**config.mk**
```make
export PLATFORM = sky130hd
export DESIGN_NAME = bcd_to_binary_converter
export DESIGN_NICKNAME = d
export VERILOG_FILES = /design/src/rtl/bcd_to_binary_converter.sv
export SDC_FILE = /design/constraint.sdc
export NUM_CORES = 1
export LEC_CHECK = 0
export CAP_MARGIN = 20
export CORE_AREA = 2 2 106 108
export DETAILED_ROUTE_END_ITERATION = 7
export DIE_AREA = 0 0 108 110
export GPL_TIMING_DRIVEN = 1
export PLACE_DENSITY = 0.68
export SETUP_SLACK_MARGIN = 0.1
export SYNTH_ARGS = -nofsm -noshare
export SYNTH_HDL_FRONTEND = slang
export SYNTH_SLANG_ARGS = --single-unit
```
**constraint.sdc**
```tcl
create_clock -name clk_i -period 2.05 [get_ports clk_i]
set_input_delay 0.205 -clock clk_i [delete_from_list [all_inputs] [get_ports clk_i]]
set_output_delay 0.205 -clock clk_i [all_outputs]
set_load 0.05 [all_outputs]
```
**src/rtl/bcd_to_binary_converter.sv**
```systemverilog
// Sequential 10-digit packed-BCD to 32-bit binary converter (reverse double-dabble, one bit per clock).
// Optional macro BCD_CHECK_EN: reject inputs with a digit > 9 in one cycle and flag invalid_o.
module bcd_to_binary_converter (
    input  logic        clk_i,
    input  logic        reset_i,
    input  logic        start_i,
    input  logic [39:0] BCD_i,
    output logic        ready_o,
    output logic        done_o,
    output logic [31:0] binary_o,
    output logic        overflow_o,
    output logic        invalid_o
);

    localparam logic [1:0] IDLE = 2'd0;
    localparam logic [1:0] OP   = 2'd1;
    localparam logic [1:0] DONE = 2'd2;

    logic [1:0]  state;
    logic [39:0] bcd_reg;
    logic [31:0] bin_reg;
    logic [4:0]  bit_cnt;
    logic [71:0] shifted;
    logic [39:0] bcd_next;
    logic [31:0] bin_next;
    logic        digit_bad;

    // One iteration: shift the combined register right, then pull every digit >= 8 back by 3.
    always_comb begin
        shifted  = {bcd_reg, bin_reg} >> 1;
        bin_next = shifted[31:0];
        bcd_next = shifted[71:32];
        for (int k = 0; k < 10; k++) begin
            if (shifted[32 + 4*k + 3]) begin
                bcd_next[4*k +: 4] = shifted[32 + 4*k +: 4] - 4'd3;
            end
        end
    end

`ifdef BCD_CHECK_EN
    always_comb begin
        digit_bad = 1'b0;
        for (int k = 0; k < 10; k++) begin
            if (BCD_i[4*k +: 4] > 4'd9) begin
                digit_bad = 1'b1;
            end
        end
    end
`else
    assign digit_bad = 1'b0;
`endif

    assign ready_o = (state == IDLE);
    assign done_o  = (state == DONE);

    // Results are loaded on the edge that enters DONE so they are valid while done_o is high.
    always_ff @(posedge clk_i) begin
        if (reset_i) begin
            state      <= IDLE;
            bcd_reg    <= '0;
            bin_reg    <= '0;
            bit_cnt    <= '0;
            binary_o   <= '0;
            overflow_o <= 1'b0;
            invalid_o  <= 1'b0;
        end else begin
            case (state)
                IDLE: begin
                    if (start_i) begin
                        bcd_reg <= BCD_i;
                        bin_reg <= '0;
                        bit_cnt <= 5'd31;
                        if (digit_bad) begin
                            state      <= DONE;
                            binary_o   <= '0;
                            overflow_o <= 1'b0;
                            invalid_o  <= 1'b1;
                        end else begin
                            state <= OP;
                        end
                    end
                end
                OP: begin
                    bcd_reg <= bcd_next;
                    bin_reg <= bin_next;
                    bit_cnt <= bit_cnt - 5'd1;
                    if (bit_cnt == 5'd0) begin
                        state      <= DONE;
                        binary_o   <= bin_next;
                        overflow_o <= (bcd_next != 40'd0);
                        invalid_o  <= 1'b0;
                    end
                end
                DONE: begin
                    state <= IDLE;
                end
                default: begin
                    state <= IDLE;
                end
            endcase
        end
    end

endmodule

```
==> qor.csv, run 1 <==
metric,value,unit
worst-setup-path-type,reg -> out,
synth.cell_area,0.00473,mm2
vias_per_cell,5.41,
drt_pre_antenna_iters,5,
layout-drive-gt1-share,7.14,%
globalRouteTotalUtil,18.7,%
max_cap_violations,0,
yosys_warns,0,
final_max_slew_viol_count,0,
final-setup-viol-count,0,
dominant_synthesized_flop_cell,dfxtp_1,
yosysSeqAreaShare,46.9,%
cts_max_path_buffers,2,
diodes,0,
first_global_vias,3639,
required,1.85,ns
worstSetupEndpointType,primary output,
largest_reg_flops,40,
grt_antenna_before_repair,0,
hold_viol_final,0,
worst_skew_pair_latency,0.39,ns
cts_tree,yes,
synthDominantCellAreaShare,46.9,%
syn-mean-instance-area,8.57,um2
pre_cts_slack,-0.0315,ns
worstPathMaxFanout,2,
dieWidth,108,um
cts.sink_count,111,
netlist_top_cells_area,"dfxtp_1 47%, nand2_1 7.1%, a21oi_1 6.8%",
antenna_left,0,
post-route-drc-count,0,
outcome,completed,
crit_path_start_kind,register,
post_drt_wl_per_cell,14.6,um
path_cells,clkdlybuf4s50_1,
final_nets,665,
tightest_slew,0.506,ns
ir_worst_vdd,0.373,mV
post-dp-hpwl,7.51,mm
setup_slack,0.271,ns
finalCritPeriodShare,86.8,%
ys_types,41,
io_pins,79,
place_congestion,0.819,
fill_cells,978,
maxSlewHeadroom,66.2,%
setup_skew,0.00945,ns
floorplan.core_area,0.0107,mm2
netlist_instances,552,
routed-via-count,4088,
final_cell_count_no_fill,756,
post-synth-top-area-cell,dfxtp_1,
timing.critical_path.max_delay_family,buffers and inverters,
dieHeight,110,um
h-tree-depth,3,
critical_path.slowest_cell,clkdlybuf4s50_1,
grt_first_pass_wirelength,17.6,mm
leakage,2.12,nW
initial_core_util,44.2,%
whs,0.251,ns
timing.setup.tns,0,ns
area_added_between_synthesis_and_finish,23.4,%
cts-buffers-inserted,9,
worstPathBufferInverterCount,1,
power_density,789,mW/mm2
drt_iter0_drc,300,
unrepaired_setup_endpoints_after_global_routing,no,
cts_root_buffer,clkbuf_8,
proportion_of_register_bits_with_asynchronous_set_or_reset_after_synthesis,0,%
dieArea,0.0119,mm2
timing.fmax,0.562,GHz
final_period_minus_worst_setup_slack,1.78,ns
port-buffer-count,77,
cp_slowest_stage_delay,0.82,ns
grt_remaining_overflow,0,
timing.hold.worst.class,in -> reg,
clock_pin_slew_on_the_worst_setup_and_hold_paths,0.11,ns
timing.critical_path.arrival,1.57,ns
syn_nets,606,
row_count,38,
place.detailed.instances,738,
routed_wl,11.0,mm
maximum_number_of_pins_on_one_net_before_global_route_repair,49,
synth-seq-cells,111,
number_of_synthesized_flops_with_an_enable_pin,0,
-- metrics by stage --
| stage | cell area [um2] | utilization (%) | power [W] |
|---|---|---|---|
| floorplan | 4730 | - | 0.00301 |
| global placement | 5600 | 52.3 | 0.00325 |
| detailed placement | 5600 | 52.3 | 0.00327 |
| CTS | 5810 | 54.3 | 0.00462 |
| global route | 5840 | 54.6 | 0.00482 |
| finish | 5840 | 54.6 | 0.00461 |
-- report_power, final --
| part | internal, W | leakage (nW) | switching (W) |
|---|---|---|---|
| Clock | 0.000499 | 0.105 | 0.000869 |
| Sequential | 0.00226 | 0.904 | 0.000150 |
| Combinational | 0.000384 | 1.11 | 0.000449 |
-- cell families (layout without fill, tap and decap cells) --
family	Yosys count	after routing	share of synthesized area [%]
fa+ha+maj	11	11	2.91
xor+xnor	20	20	3.70
mux	9	9	1.93
compound gates	144	144	20.5
other cells	1	1	0.0792
simple gates	205	205	19.2
flops	111	111	46.9
buf+inv	51	115	4.78
-- routing by layer --
layer / vias up / wire length [um] / GRT usage [%]
met2: 101 / 5190 / 31.0
met1: 1921 / 5140 / 24.7
met4: 0 / 148 / 5.59
li1: 2055 / - / -
met5: - / 0 / 0
met3: 11 / 559 / 3.70
-- final cells by class --
class / instances / area [um2] / area share (%)
Multi-Input combinational cell: 390 / 2300 / 39.4
Sequential cell: 111 / 2220 / 38.0
Timing Repair Buffer: 94 / 916 / 15.7
Tap cell: 140 / 175 / 3.00
Clock buffer: 9 / 124 / 2.12
Clock inverter: 7 / 86.3 / 1.48
Inverter: 5 / 18.8 / 0.321
-- placed cells by master (no fill, tap or decap), drive strengths merged, types with 11 or more instances in the layout --
| master | instances |
|---|---|
| buf | 20 |
| nand2 | 90 |
| ha | 11 |
| nor2 | 58 |
| dfxtp | 111 |
| a22o | 31 |
| xnor2 | 17 |
| a21oi | 64 |
| clkdlybuf4s50 | 74 |
| nor3 | 23 |
-- synthesized netlist by cell type, drive strengths merged (2+ instances only) --
library cell  number
a22oi             10
nor4               8
a21oi             64
inv                5
xor2               3
xnor2             17
nand4              3
a221oi             9
nand2b            10
nand4b             4
nor3              23
a31oi              4
o211ai             4
nand2             90
nor2              58
a21o               4
o21ai              4
clkbuf            27
nor2b              2
ha                11
a211oi             3
a2bb2oi            3
a222oi             2
nand3              2
buf               19
mux2i              8
dfxtp            111
or4                2
a22o              31
a2111oi            4
-- worst paths after layout --
check,to,cells past startpoint,slack [ns],startpoint
min reg2reg,binary_o[14],2,0.46,binary_o[14]
min,bin_reg[24],3,0.25,reset_i
max,overflow_o,1,0.27,overflow_o
max reg2reg,overflow_o,6,0.40,bcd_reg[6]
-- timing repair --
| action | in CTS | in global routing |
|---|---|---|
| hold buffers | 0 | 0 |
| setup endpoints to repair | 0 | 9 |
| buffers inserted | 0 | 0 |
| resized for setup | 0 | 1 |
(Power assumes the default switching activity.)
==> inputs of run 2 (changes only) <==
--- a/config.mk
+++ b/config.mk
@@ -7,6 +7,7 @@
 export LEC_CHECK = 0
 export CAP_MARGIN = 20
 export CORE_AREA = 2 2 106 108
+export CTS_CLUSTER_DIAMETER = 80
 export DETAILED_ROUTE_END_ITERATION = 7
 export DIE_AREA = 0 0 108 110
 export GPL_TIMING_DRIVEN = 1
@@ -15,3 +16,4 @@
 export SYNTH_ARGS = -nofsm -noshare
 export SYNTH_HDL_FRONTEND = slang
 export SYNTH_SLANG_ARGS = --single-unit
+export TNS_END_PERCENT = 5
==> results of run 2 <==
The final DEF is identical to that of run 1; final timing and power are the same.
==> inputs of run 3 (changes only) <==
--- a/config.mk
+++ b/config.mk
@@ -6,12 +6,13 @@
 export NUM_CORES = 1
 export LEC_CHECK = 0
 export CAP_MARGIN = 20
-export CORE_AREA = 2 2 106 108
+export CORE_AREA = 2 2 105 107
 export CTS_CLUSTER_DIAMETER = 80
 export DETAILED_ROUTE_END_ITERATION = 7
-export DIE_AREA = 0 0 108 110
+export DIE_AREA = 0 0 107 109
 export GPL_TIMING_DRIVEN = 1
-export PLACE_DENSITY = 0.68
+export PLACE_DENSITY = 0.69
+export RECOVER_POWER = 25
 export SETUP_SLACK_MARGIN = 0.1
 export SYNTH_ARGS = -nofsm -noshare
 export SYNTH_HDL_FRONTEND = slang
==> run 3 against run 2 <==
Net effect:
- non-clock buffer count down 2
- clock power about the same
- total power down 0.25%
- global-route usage up 0.65 points
- cell count down 0.26%
- setup slack worse by 0.018 ns
- clock-buffer cell count unchanged
- wire length down 0.34%
- worst hold slack worse by 0.19 ns
- sequential share of layout area up 0.28 points
- sequential power about the same
- sequential cell count unchanged
- critical endpoint unchanged
- highest routed layer unchanged
==> qor.csv, run 3 (synthesized netlist as in run 1, its figures left out) <==
metric,value,unit,change
outcome,completed,,
postPlaceCellArea,0.00558,mm2,-0.27%
crit_start,overflow_o,,
grt_busiest_layer,met2,,
worst-setup-path-type,reg -> out,,
first_global_vias,3696,,+1.6%
critical_path.slowest_cell,clkdlybuf4s50_1,,
final_period_minus_worst_setup_slack,1.80,ns,+0.0180 ns
setup_skew,0.0110,ns,+0.00158 ns
grtUsageMet2,31.1,%,+0.12 points
cts_setup_buffers,0,,unchanged
timing.fmax,0.556,GHz,-1.0%
timing.critical_path.arrival,1.59,ns,+0.02 ns
timing.hold.worst.class,in -> reg,,
pwr-share-clk,30.0,%,+0.3 points
unrepaired_setup_endpoints_after_global_routing,no,,
cp_slowest_stage_delay,0.82,ns,about the same
clock_pin_slew_on_the_worst_setup_and_hold_paths,0.12,ns,about the same
place_congestion,0.803,,-1.9%
cts_max_path_buffers,2,,unchanged
hold_path_startpoint,reset_i,,
routed_wl,11.0,mm,-0.34%
grtUsageMet1,25.7,%,+1.0 points
post_drt_wl_per_cell,14.6,um,about the same
globalRouteTotalUtil,19.3,%,+0.65 points
cts_root_buffer,clkbuf_8,,
dieHeight,109,um,-0.91%
finalCritPeriodShare,87.7,%,+0.88 points
antenna_left,0,,unchanged
io_pins,79,,unchanged
share_seq_of_total_power,52.4,%,about the same
layout_common_cells,"111 x dfxtp_1, 90 x nand2_1, 74 x clkdlybuf4s50_1",,
p_switching,0.00147,W,about the same
largest_reg_flops,40,,unchanged
maxSlewHeadroom,65.3,%,-0.87 points
crit_path_start_kind,register,,
tightest_slew,0.520,ns,+0.0146 ns
worstPathMaxFanout,2,,unchanged
cts.sink_count,111,,unchanged
leakage,2.10,nW,-0.90%
power_switching_share,32.0,%,+0.10 points
regToRegStartpoint,state[0],,
leading_cell_type_in_the_layout_fill_and_taps_excluded,dfxtp_1,,
worst_skew_pair_latency,0.38,ns,about the same
dieArea,0.0117,mm2,-1.8%
post-dp-hpwl,7.43,mm,-0.94%
post_cts.resized_instances,0,,unchanged
cts_tree,yes,,
ir_worst_vdd,0.369,mV,-1.1%
whs,0.0647,ns,-0.186 ns
drt_iter0_drc,246,,-18%
place.detailed.instances,736,,-0.27%
grt_first_pass_wirelength,17.9,mm,+1.5%
area_added_between_synthesis_and_finish,22.5,%,
max_cap_violations,0,,unchanged
pwr-share-comb,17.6,%,-0.5 points
p_int,0.00313,W,-0.40%
fill_cells,983,,+0.51%
post_route_cell_area,0.00580,mm2,-0.73%
timing.critical_path.max_delay_family,buffers and inverters,,
cts-buffers-inserted,9,,unchanged
post-route-drc-count,0,,unchanged
grt_util_met3,3.23,%,-0.48 points
worstSetupEndpointType,primary output,,
holdBufCountCts,0,,unchanged
initial_core_util,44.6,%,+0.40 points
final_cell_count_no_fill,754,,-0.26%
final_nets,663,,-0.30%
power_density,793,mW/mm2,+0.48%
routed-via-count,4126,,+0.93%
grt_antenna_before_repair,0,,unchanged
final_max_slew_viol_count,0,,unchanged
row_count,38,,unchanged
port-buffer-count,77,,unchanged
vias_per_cell,5.47,,+1.2%
maximum_number_of_pins_on_one_net_before_global_route_repair,47,,-4.1%
floorplan.core_area,0.0106,mm2,-0.89%
worstPathBufferInverterCount,1,,unchanged
post-layout-total-power,0.00460,W,-0.25%
diodes,0,,unchanged
hold_viol_final,0,,unchanged
h-tree-depth,3,,unchanged
dieWidth,107,um,-0.93%
timing.setup.tns,0,ns,unchanged
required,1.85,ns,about the same
grt_remaining_overflow,0,,unchanged
final-setup-viol-count,0,,unchanged
drt_pre_antenna_iters,5,,unchanged
layout-drive-gt1-share,6.03,%,-1.1 points
path_cells,clkdlybuf4s50_1,,
-- run 3: cell types whose count changed in the layout (fill, tap and decap cells not counted), moves of 2 or more --
cell,before,now
buf_4,16,13
nor2_1,54,57
clkbuf_2,0,3
nor2_2,4,1
buf_8,2,0
clkinv_8,2,5
-- run 3: area by class of cell --
type                    count  area, um2  area share, %
multi-input cells         390       2280           39.4
well taps                 140        175           3.02
clock inverters             7       98.8           1.70
clock buffers               9        124           2.14
repair buffers             92        878           15.1
flip-flops and latches    111       2220           38.3
inverters                   5       18.8          0.324
-- run 3: final timing paths --
kind	cells after the start	slack [ns]	endpoint
worst max-delay path	1	0.25	overflow_o
worst min-delay path	2	0.06	bit_cnt[0]
worst min register to register	2	0.46	binary_o[6]
worst max register to register	7	0.25	bcd_reg[35]
-- run 3: power groups by stage --
| stage | Clock (W) | Sequential (W) | Combinational (W) |
|---|---|---|---|
| after floorplan | 0 | 0.00240 | 0.000611 |
| after global placement | 0 | 0.00245 | 0.000792 |
| after detailed placement | 0 | 0.00246 | 0.000810 |
| after CTS | 0.00141 | 0.00241 | 0.000814 |
| after global routing | 0.00150 | 0.00243 | 0.000906 |
| final | 0.00138 | 0.00241 | 0.000811 |
-- run 3: per-layer routing --
metal,up-vias,wire [um],share of wire [%]
met5,-,0,0
met4,0,180,1.6
met2,118,5170,47
li1,2049,-,-
met3,15,504,4.6
met1,1944,5150,47
-- run 3: through the flow --
stage | util, % | setup slack (ns)
floorplan | - | 0.194
global placement | 52.6 | 0.0342
detailed placement | 52.6 | -0.0246
CTS | 54.7 | 0.245
global route | 54.7 | 0.0659
finish | 54.7 | 0.253
